`config.mk`:
```
export PLATFORM = sky130hd
export DESIGN_NAME = bitstream_decoder_flat
export DESIGN_NICKNAME = d
export VERILOG_FILES = /design/src/rtl/bitstream_decoder_pkg.sv /design/src/rtl/bitstream_decoder_if.sv /design/src/rtl/bitstream_decoder_popcount.sv /design/src/rtl/bitstream_decoder.sv /design/src/flat_wrapper.sv
export SDC_FILE = /design/constraint.sdc
export NUM_CORES = 1
export LEC_CHECK = 0
export ABC_AREA = 1
export CORE_MARGIN = 2
export CORE_UTILIZATION = 55
export CTS_CLUSTER_SIZE = 14
export DETAILED_ROUTE_END_ITERATION = 10
export PLACE_DENSITY = 0.95
export SLEW_MARGIN = 15
export SYNTH_ARGS = -nofsm -noshare
export SYNTH_HDL_FRONTEND = slang
export SYNTH_SLANG_ARGS = --single-unit
```
`constraint.sdc`:
```
create_clock -name clk -period 7.5 [get_ports clk]
set_input_delay 1.5 -clock clk [delete_from_list [all_inputs] [get_ports clk]]
set_output_delay 1.5 -clock clk [all_outputs]
set_load 0.01 [all_outputs]
```
`src/rtl/bitstream_decoder_pkg.sv`:
```
// bitstream_pkg: shared types and Q-format scaling for the bitstream decoder.
// BITSTREAM_DEC_BIPOLAR_EN selects bipolar (signed, -1..+1) decoding in scale().
package bitstream_pkg;
  localparam int FRAC_BITS = 10;
  typedef logic [15:0] fixed16_t;
  typedef enum logic {ACC, STALL} dec_state_e;
  function automatic fixed16_t scale(input logic [31:0] sum, input int frac, input int sh);
    logic [31:0] u;
    u = (sum << frac) >> sh;
`ifdef BITSTREAM_DEC_BIPOLAR_EN
    return fixed16_t'((u << 1) - (32'd1 << frac));
`else
    return fixed16_t'(u);
`endif
  endfunction
endpackage

```
`src/rtl/bitstream_decoder_if.sv`:
```
// bitstream_decoder_if: input word and output estimate handshakes of the decoder.
interface bitstream_decoder_if #(parameter int BS_WIDTH = 32, parameter int OUT_W = 16);
  logic                in_valid;
  logic                in_ready;
  logic [BS_WIDTH-1:0] in_bits;
  logic                y_valid;
  logic                y_ready;
  logic [OUT_W-1:0]    y_out;
  modport master (output in_valid, in_bits, y_ready, input in_ready, y_valid, y_out);
  modport slave (input in_valid, in_bits, y_ready, output in_ready, y_valid, y_out);
endinterface

```
`src/rtl/bitstream_decoder_popcount.sv`:
```
// bs_popcount: combinational adder-tree popcount, built by recursive halving.
module bs_popcount #(
  parameter int BS_WIDTH = 32
) (
  input  logic [BS_WIDTH-1:0]       i_bits,
  output logic [$clog2(BS_WIDTH):0] o_cnt
);
  if (BS_WIDTH == 1) begin : g_leaf
    assign o_cnt = i_bits;
  end else begin : g_node
    localparam int H = BS_WIDTH / 2;
    logic [$clog2(H):0] w_lo, w_hi;
    bs_popcount #(.BS_WIDTH(H)) u_lo (.i_bits(i_bits[H-1:0]), .o_cnt(w_lo));
    bs_popcount #(.BS_WIDTH(H)) u_hi (.i_bits(i_bits[BS_WIDTH-1:H]), .o_cnt(w_hi));
    assign o_cnt = {1'b0, w_lo} + {1'b0, w_hi};
  end
endmodule

```
`src/rtl/bitstream_decoder.sv`:
```
// bitstream_decoder: counts ones over WINDOW bitstream words and emits a Q6.10 estimate.
// Define BITSTREAM_DEC_BIPOLAR_EN for signed bipolar output (see bitstream_pkg::scale).
module bitstream_decoder
  import bitstream_pkg::*;
#(
  parameter int BS_WIDTH  = 32,
  parameter int WINDOW    = 8,
  parameter int OUT_W     = 16,
  parameter int FRAC_BITS = bitstream_pkg::FRAC_BITS
) (
  input  logic                clk,
  input  logic                rst,
  input  logic                i_clear,
  bitstream_decoder_if.slave  bus,
  output logic [15:0]         o_win_cnt
);
  localparam int SH = $clog2(BS_WIDTH * WINDOW);
  localparam int SW = SH + 1;
  localparam int CW = $clog2(WINDOW);
  localparam int PW = $clog2(BS_WIDTH) + 1;
  dec_state_e       r_state;
  logic [SW-1:0]    r_sum, r_pend, w_new;
  logic [CW-1:0]    r_cnt;
  logic [PW-1:0]    w_pop;
  logic             r_y_valid;
  logic [OUT_W-1:0] r_y_out;
  logic [15:0]      r_win_cnt;
  logic             w_accept, w_last, w_free;
  bs_popcount #(.BS_WIDTH(BS_WIDTH)) u_pop (.i_bits(bus.in_bits), .o_cnt(w_pop));
  assign bus.in_ready = r_state == ACC;
  assign bus.y_valid  = r_y_valid;
  assign bus.y_out    = r_y_out;
  assign o_win_cnt    = r_win_cnt;
  assign w_accept     = bus.in_valid & bus.in_ready;
  assign w_last       = r_cnt == CW'(WINDOW - 1);
  assign w_free       = !r_y_valid | bus.y_ready;
  assign w_new        = r_sum + SW'(w_pop);
  // A take clears y_valid unless a new result lands in the same edge (later assignment wins).
  always_ff @(posedge clk or posedge rst) begin
    if (rst) begin
      r_state   <= ACC;
      r_sum     <= '0;
      r_cnt     <= '0;
      r_pend    <= '0;
      r_y_valid <= 1'b0;
      r_y_out   <= '0;
      r_win_cnt <= '0;
    end else begin
      if (r_y_valid && bus.y_ready) r_y_valid <= 1'b0;
      if (i_clear) begin
        r_state <= ACC;
        r_sum   <= '0;
        r_cnt   <= '0;
        r_pend  <= '0;
      end else if (r_state == ACC && w_accept) begin
        if (w_last && w_free) begin
          r_y_out   <= OUT_W'(scale(32'(w_new), FRAC_BITS, SH));
          r_y_valid <= 1'b1;
          r_sum     <= '0;
          r_cnt     <= '0;
          r_win_cnt <= r_win_cnt + 16'd1;
        end else if (w_last) begin
          r_pend  <= w_new;
          r_state <= STALL;
        end else begin
          r_sum <= w_new;
          r_cnt <= r_cnt + 1'b1;
        end
      end else if (r_state == STALL && bus.y_ready) begin
        r_y_out   <= OUT_W'(scale(32'(r_pend), FRAC_BITS, SH));
        r_y_valid <= 1'b1;
        r_sum     <= '0;
        r_cnt     <= '0;
        r_win_cnt <= r_win_cnt + 16'd1;
        r_state   <= ACC;
      end
    end
  end
endmodule
```
`src/flat_wrapper.sv`:
```
// flat-port wrapper written by rule: the top's interface ports become plain ports
module bitstream_decoder_flat import bitstream_pkg::*;
#(
  parameter int BS_WIDTH  = 32,
  parameter int WINDOW    = 8,
  parameter int OUT_W     = 16,
  parameter int FRAC_BITS = bitstream_pkg::FRAC_BITS
)
  (clk, rst, i_clear, o_win_cnt, bus_in_valid, bus_in_bits, bus_y_ready, bus_in_ready, bus_y_valid, bus_y_out);
  bitstream_decoder_if #(.BS_WIDTH(BS_WIDTH), .OUT_W(OUT_W)) bus_i ();
  input  logic clk;
  input  logic rst;
  input  logic i_clear;
  output logic [15:0] o_win_cnt;
  input wire logic [$bits(bus_i.in_valid)-1:0] bus_in_valid;
  input wire logic [$bits(bus_i.in_bits)-1:0] bus_in_bits;
  input wire logic [$bits(bus_i.y_ready)-1:0] bus_y_ready;
  output wire logic [$bits(bus_i.in_ready)-1:0] bus_in_ready;
  output wire logic [$bits(bus_i.y_valid)-1:0] bus_y_valid;
  output wire logic [$bits(bus_i.y_out)-1:0] bus_y_out;
  assign bus_i.in_valid = bus_in_valid;
  assign bus_i.in_bits = bus_in_bits;
  assign bus_i.y_ready = bus_y_ready;
  assign bus_in_ready = bus_i.in_ready;
  assign bus_y_valid = bus_i.y_valid;
  assign bus_y_out = bus_i.y_out;
  bitstream_decoder #(.BS_WIDTH(BS_WIDTH), .WINDOW(WINDOW), .OUT_W(OUT_W), .FRAC_BITS(FRAC_BITS)) u_core (.clk(clk), .rst(rst), .i_clear(i_clear), .bus(bus_i), .o_win_cnt(o_win_cnt));
endmodule
```
=== Yosys cells after proc, flatten, opt, wreduce, memory -nomap -nowiden ===
Index checks and enable logic that the tools add are counted.

* Bits in registers: 55
* Input port bits: 37
* Output and inout port bits: 34
* Logic and storage cells: 94

* Add/sub/neg operators: 34
* Eq/ne operators: 6
* Mux-type cells: 30
* Bitwise logic cells: 4
* Reduce and logical (&&, ||, !) cells: 13

{| class="wikitable"
|+ Operator list
! cell !! count
|-
| 2-to-1 mux 16 bit || 6
|-
| 2-to-1 mux 9 bit || 9
|-
| adder 1 x 1 -> 2 bit || 16
|-
| adder 2 x 2 -> 3 bit || 8
|-
| adder 16 x 1 -> 16 bit (second input constant) || 1
|-
| adder 3 x 3 -> 4 bit || 4
|-
| 2-to-1 mux 3 bit || 5
|-
| adder 4 x 4 -> 5 bit || 2
|-
| 2-to-1 mux 1 bit || 10
|-
| adder 9 x 6 -> 9 bit || 1
|-
| AND reduction 3 bit || 3
|-
| adder 5 x 5 -> 6 bit || 1
|-
| nonzero test 2 bit || 3
|-
| logical AND 1 bit || 4
|-
| inequality test 2 bit (second input constant) || 2
|-
| inequality test 4 bit (second input constant) || 1
|-
| adder 3 x 1 -> 3 bit (second input constant) || 1
|-
| equality test 3 bit (second input constant) || 1
|-
| inequality test 3 x 2 -> 1 bit (second input constant) || 1
|-
| inequality test 3 bit (second input constant) || 1
|-
| nonzero test 3 bit || 1
|-
| inverter 1 bit || 2
|-
| AND reduction 2 bit || 1
|-
| AND 1 bit || 1
|-
| other kinds (2) || 2
|}

=== Depth between registers and ports, before layout ===
* Depth after elaboration: 10
* Depth in mapped cells: 19
* Gate-level depth less buffers: 19

=== Hierarchy ===
Synthesis repeated with hierarchy kept, for this count alone.

* Cell total of the unflattened synthesis: 589
* Area total of the unflattened synthesis: 4,451.8 um2

{| class="wikitable"
|+ By module, submodules not included
! module !! times used !! cells each !! area each (um2) !! sequential area each (um2)
|-
| bitstream_decoder || 1 || 353 || 2,700.1 || 1,201.2
|-
| bs_popcount at u_core.u_pop.g_node.u_hi.g_node.u_hi.g_node.u_hi ... || 8 || 7 || 51.3 || 0.0
|-
| bs_popcount at u_core.u_pop.g_node.u_hi.g_node.u_hi ... || 4 || 13 || 98.8 || 0.0
|-
| bs_popcount at u_core.u_pop.g_node.u_hi ... || 2 || 25 || 157.7 || 0.0
|-
| bs_popcount at u_core.u_pop.g_node.u_hi.g_node.u_hi.g_node.u_hi.g_node.u_hi.g_node.u_hi ... || 32 || 1 || 7.5 || 0.0
|-
| bs_popcount at u_core.u_pop.g_node.u_hi.g_node.u_hi.g_node.u_hi.g_node.u_hi ... || 16 || 1 || 12.5 || 0.0
|-
| bs_popcount at u_core.u_pop || 1 || 30 || 190.2 || 0.0
|}

=== Worst setup path before layout ===
Ideal clock, no wire load.

* Kind: in2reg
* Start: input port bus_in_bits[0]
* End: register u_core.r_pend[8]
* Setup time: 0.126 ns
* Arrival: 5.830 ns
* Required time: 7.374 ns
* Slack: 1.544 ns
* Stages: 17
* Path buffers: 0
* Cell sequence: fa_1 > inv_1 > fa_1 > fa_1 > fa_1 > fa_1 > fa_1 > fa_1 > fa_1 > inv_1 > nand2_1 > nand2_1 > nand3_1 > nand2_1 > nand2_1 > nand3_1 > o21ai_0

* Longest elaborated chain between the ends: 10

{| class="wikitable"
|+ RTL lines
! what !! line !! source
|-
| from (decl) || flat_wrapper.sv:16 || <nowiki>input wire logic [$bits(bus_i.in_bits)-1:0] bus_in_bits;</nowiki>
|-
| adder 1 x 1 -> 2 bit || bitstream_decoder_popcount.sv:15 || <nowiki>assign o_cnt = {1'b0, w_lo} + {1'b0, w_hi};</nowiki>
|-
| adder 2 x 2 -> 3 bit || bitstream_decoder_popcount.sv:15 ||
|-
| adder 3 x 3 -> 4 bit || bitstream_decoder_popcount.sv:15 ||
|-
| adder 4 x 4 -> 5 bit || bitstream_decoder_popcount.sv:15 ||
|-
| adder 5 x 5 -> 6 bit || bitstream_decoder_popcount.sv:15 ||
|-
| adder 9 x 6 -> 9 bit || bitstream_decoder.sv:37 || <nowiki>assign w_new = r_sum + SW'(w_pop);</nowiki>
|-
| 2-to-1 mux 9 bit || bitstream_decoder.sv:62 || <nowiki>end else if (w_last) begin</nowiki>
|-
| 2-to-1 mux 9 bit || bitstream_decoder.sv:56 || <nowiki>if (w_last && w_free) begin</nowiki>
|-
| 2-to-1 mux 9 bit || bitstream_decoder.sv:55 || <nowiki>end else if (r_state == ACC && w_accept) begin</nowiki>
|-
| 2-to-1 mux 9 bit || bitstream_decoder.sv:50 || <nowiki>if (i_clear) begin</nowiki>
|-
| to (signal assigned) || bitstream_decoder.sv:63 || <nowiki>r_pend <= w_new;</nowiki>
|-
| to (decl) || bitstream_decoder.sv:22 || <nowiki>logic [SW-1:0] r_sum, r_pend, w_new;</nowiki>
|}

Every way passes these cells. The select of a mux whose other input is x is not followed.
A chain may end at the register's enable or synchronous reset.

=== Worst setup path in the final report ===
Same ends and word-level chain as after synthesis.

==> impl_metrics.tcl <==
set metrics [dict create \
    fin_skew_ps 4.61 \
    drive_gt1_share_pct 4.34 \
    area_delta_synth_final_pct 21.4 \
    clkLatencyLatePin_ps 310 \
    io_buffers 63 \
    synth-seq-cells 48 \
    io_pins 71 \
    min_period_ps 6390 \
    grt_pass1_wl_mm 13.8 \
    finalSetupTns_ps 0 \
    intPower_mw 0.784 \
    hp-class "reg2reg" \
    fillCellCount 491 \
    clk_path_buf_depth 2 \
    routed_wl_mm 7.82 \
    ys_seq_area_share_pct 34.0 \
    cp-end-kind "register" \
    ys_warn_count 0 \
    drv_slew 0 \
    maxSlewHeadroom_pct 33.6 \
    die_y_um 84.1 \
    nets 587 \
    wl_per_cell_um 13.4 \
    netlist_instances 442 \
    cts_resized 0 \
    first_pass_iters 5 \
    rsz0062_at_grt "false" \
    yosys.area_share.xor_xnor_pct 2.73 \
    finalCritPeriodShare_pct 85.2 \
    required_ps 7680 \
    seqCellArea_sq_um 1200 \
    dr.first_iter.drc_count 231 \
    path_clk_slew_ps 90 \
    start_util_pct 56.2 \
    status "finished clean" \
    power.share.clock_pct 10.6 \
    fmax_mhz 156 \
    synth_top_family_by_area "simple AND/OR/NAND/NOR gates" \
    cp_max_fo 4 \
    synth_compound_area_share_pct 5.07 \
    worstMarginPinSlew_ps 995 \
    drc 0 \
    synthDistinctLibCells 33 \
    fp.dieArea_sq_um 7070 \
    placementRows 29 \
    holdBufCountCts 0 \
    n_antenna_cell 0 \
    max_cap_viol_count 0 \
    p_switching_mw 0.775 \
    dp_cells 576 \
    synth_area_sq_um 3530 \
    leakage_nw 2.21 \
    core_area_sq_um 6280 \
    grt_usage_pct 23.6 \
    synth-simple-area-share_pct 25.1 \
    synth_mux_area_share_pct 0 \
    via_per_inst 5.30 \
    grt_pass1_vias 3120 \
    finalHoldViolations 0 \
    combPwrFrac_pct 71.1 \
    fin_hold_ws_ps 484 \
    ant_nets 0 \
    cts_root_buffer "clkbuf_8" \
    final_common_cell "nand2_1" \
    cts_buffers 5 \
    dr_total_vias 3096 \
    htreeDepth 2 \
    cts_tree "done" \
    postCtsSetupBuffers 0 \
    grt_max_degree 49 \
    place_hpwl_mm 6.15 \
    worstPathArrival_ps 6570 \
    synthAdderAreaFrac_pct 21.1 \
    fp.dieW_um 84.1 \
    setup_viol 0 \
    worstSetupPathType "in2reg" \
    seq_power_share_pct 18.4 \
    grt_overflow 0 \
    clock_sinks 48 \
    cp-start-kind "input pin" \
    powerDensity_nw_per_um2 364 \
    final_cell_mix "nand2_1 (131), inv_1 (81), clkdlybuf4s50_1 (63)" \
    peakVddDrop_v 0.000279 \
    gp_congestion 0.870 \
    final_cells 584 \
    power_mw 1.56 \
    synth.avg_cell_area_sq_um 7.99 \
    p_sw_share_pct 49.7 \
    multiInputGateArea_sq_um 1930 \
    antenna_found_initial 0 \
]
[cell usage after synthesis]
cell | instances | share of area (%)
a21boi_0 | 1 | 0.21
a21oi_1 | 6 | 0.85
a31oi_1 | 1 | 0.18
and2_1 | 2 | 0.35
buf_2 | 1 | 0.14
buf_4 | 9 | 1.9
buf_6 | 1 | 0.32
clkbuf_1 | 1 | 0.11
conb_1 | 1 | 0.11
dfrtp_1 | 48 | 34
fa_1 | 26 | 15
ha_1 | 18 | 6.4
inv_1 | 82 | 8.7
inv_2 | 4 | 0.43
inv_6 | 1 | 0.25
nand2_1 | 131 | 14
nand2_2 | 1 | 0.18
nand2_4 | 2 | 0.64
nand3_1 | 33 | 4.7
nand3_4 | 1 | 0.50
nand3b_1 | 1 | 0.21
nand4_1 | 5 | 0.89
nor2_1 | 20 | 2.1
nor2_2 | 2 | 0.35
nor2_4 | 1 | 0.32
nor3_1 | 5 | 0.71
o21ai_0 | 21 | 3.0
o21ai_1 | 2 | 0.28
o22ai_1 | 2 | 0.35
o31ai_1 | 1 | 0.21
or2_2 | 1 | 0.18
xnor2_1 | 4 | 0.99
xor2_1 | 7 | 1.7
[sequential cells by signal (all words and copies together) (netlist names)]
register and flops:
u_core.o_win_cnt 16, u_core.bus.y_valid 1, u_core.r_cnt 3, u_core.bus.y_out 9
u_core.r_sum 9, u_core.r_pend 9, u_core.r_state 1
[kinds of logic (layout without fill, tap and decap cells)]
kind of cell / Yosys count / after routing
adder cells (fa/ha/maj): 44 / 44
flip-flops: 48 / 48
buffers and inverters: 99 / 158
XOR/XNOR: 11 / 11
AO/OA/AOI/OAI: 34 / 34
AND/OR/NAND/NOR: 205 / 205
other: 1 / 7
[area by class of cell]
class | instances | share of cell area [%]
flip-flops and latches | 48 | 28.0
clock inverters | 2 | 0.234
inverters | 87 | 7.74
clock buffers | 6 | 1.93
multi-input cells | 301 | 45.1
repair buffers | 63 | 14.7
well taps | 77 | 2.25
[worst max-delay path, stage by stage]
cell             delay [ps]
clkdlybuf4s50_1         440
fa_1                    550
inv_1                    60
fa_1                    530
fa_1                    440
fa_1                    490
fa_1                    530
fa_1                    430
fa_1                    420
fa_1                    430
inv_1                    70
nand2_1                  40
nand2_1                 120
nand3_1                 120
nand2_1                 120
nand2_1                 100
nand3_1                  80
o21ai_0                 100
[worst paths after layout]
check / slack, ps / cells past startpoint / end / from
min in group asynchronous: 1740 / 2 / u_core.o_win_cnt[0] / rst
max in group asynchronous: 5150 / 2 / u_core.o_win_cnt[9] / rst
hold reg to reg: 480 / 2 / u_core.bus.y_out[2] / u_core.bus.y_out[2]
setup reg to reg: 2850 / 16 / u_core.r_pend[8] / u_core.r_sum[0]
setup / recovery: 1110 / 18 / u_core.r_pend[8] / bus_in_bits[0]
hold / removal: 480 / 2 / u_core.bus.y_out[2] / u_core.bus.y_out[2]
[routing by layer]
metal / up-vias / global-route usage [%] / share of wire [%]
li1: 1463 / - / -
met5: - / 0 / 0
met2: 132 / 44.6 / 54
met3: 21 / 2.87 / 5.4
met1: 1480 / 27.8 / 38
met4: 0 / 7.18 / 2.1
[power groups by stage]
stage          clock (mW)  combinational, mW  sequential [mW]
2_1_floorplan           0              0.826            0.290
3_3_place_gp            0               1.02            0.290
3_5_place_dp            0               1.08            0.291
4_1_cts             0.165               1.10            0.286
5_1_grt             0.175               1.26            0.288
6_report            0.165               1.11            0.286
[stage by stage]
stage	utilization [%]	setup slack [ps]	cell area, sq um
after CTS	68.2	1120	4280
after global placement	66.8	976	4190
after detailed placement	66.8	809	4190
after floorplan	-	1540	3550
final	68.2	1110	4280
after global routing	68.2	906	4280
Power figures use the tool's default switching activity.
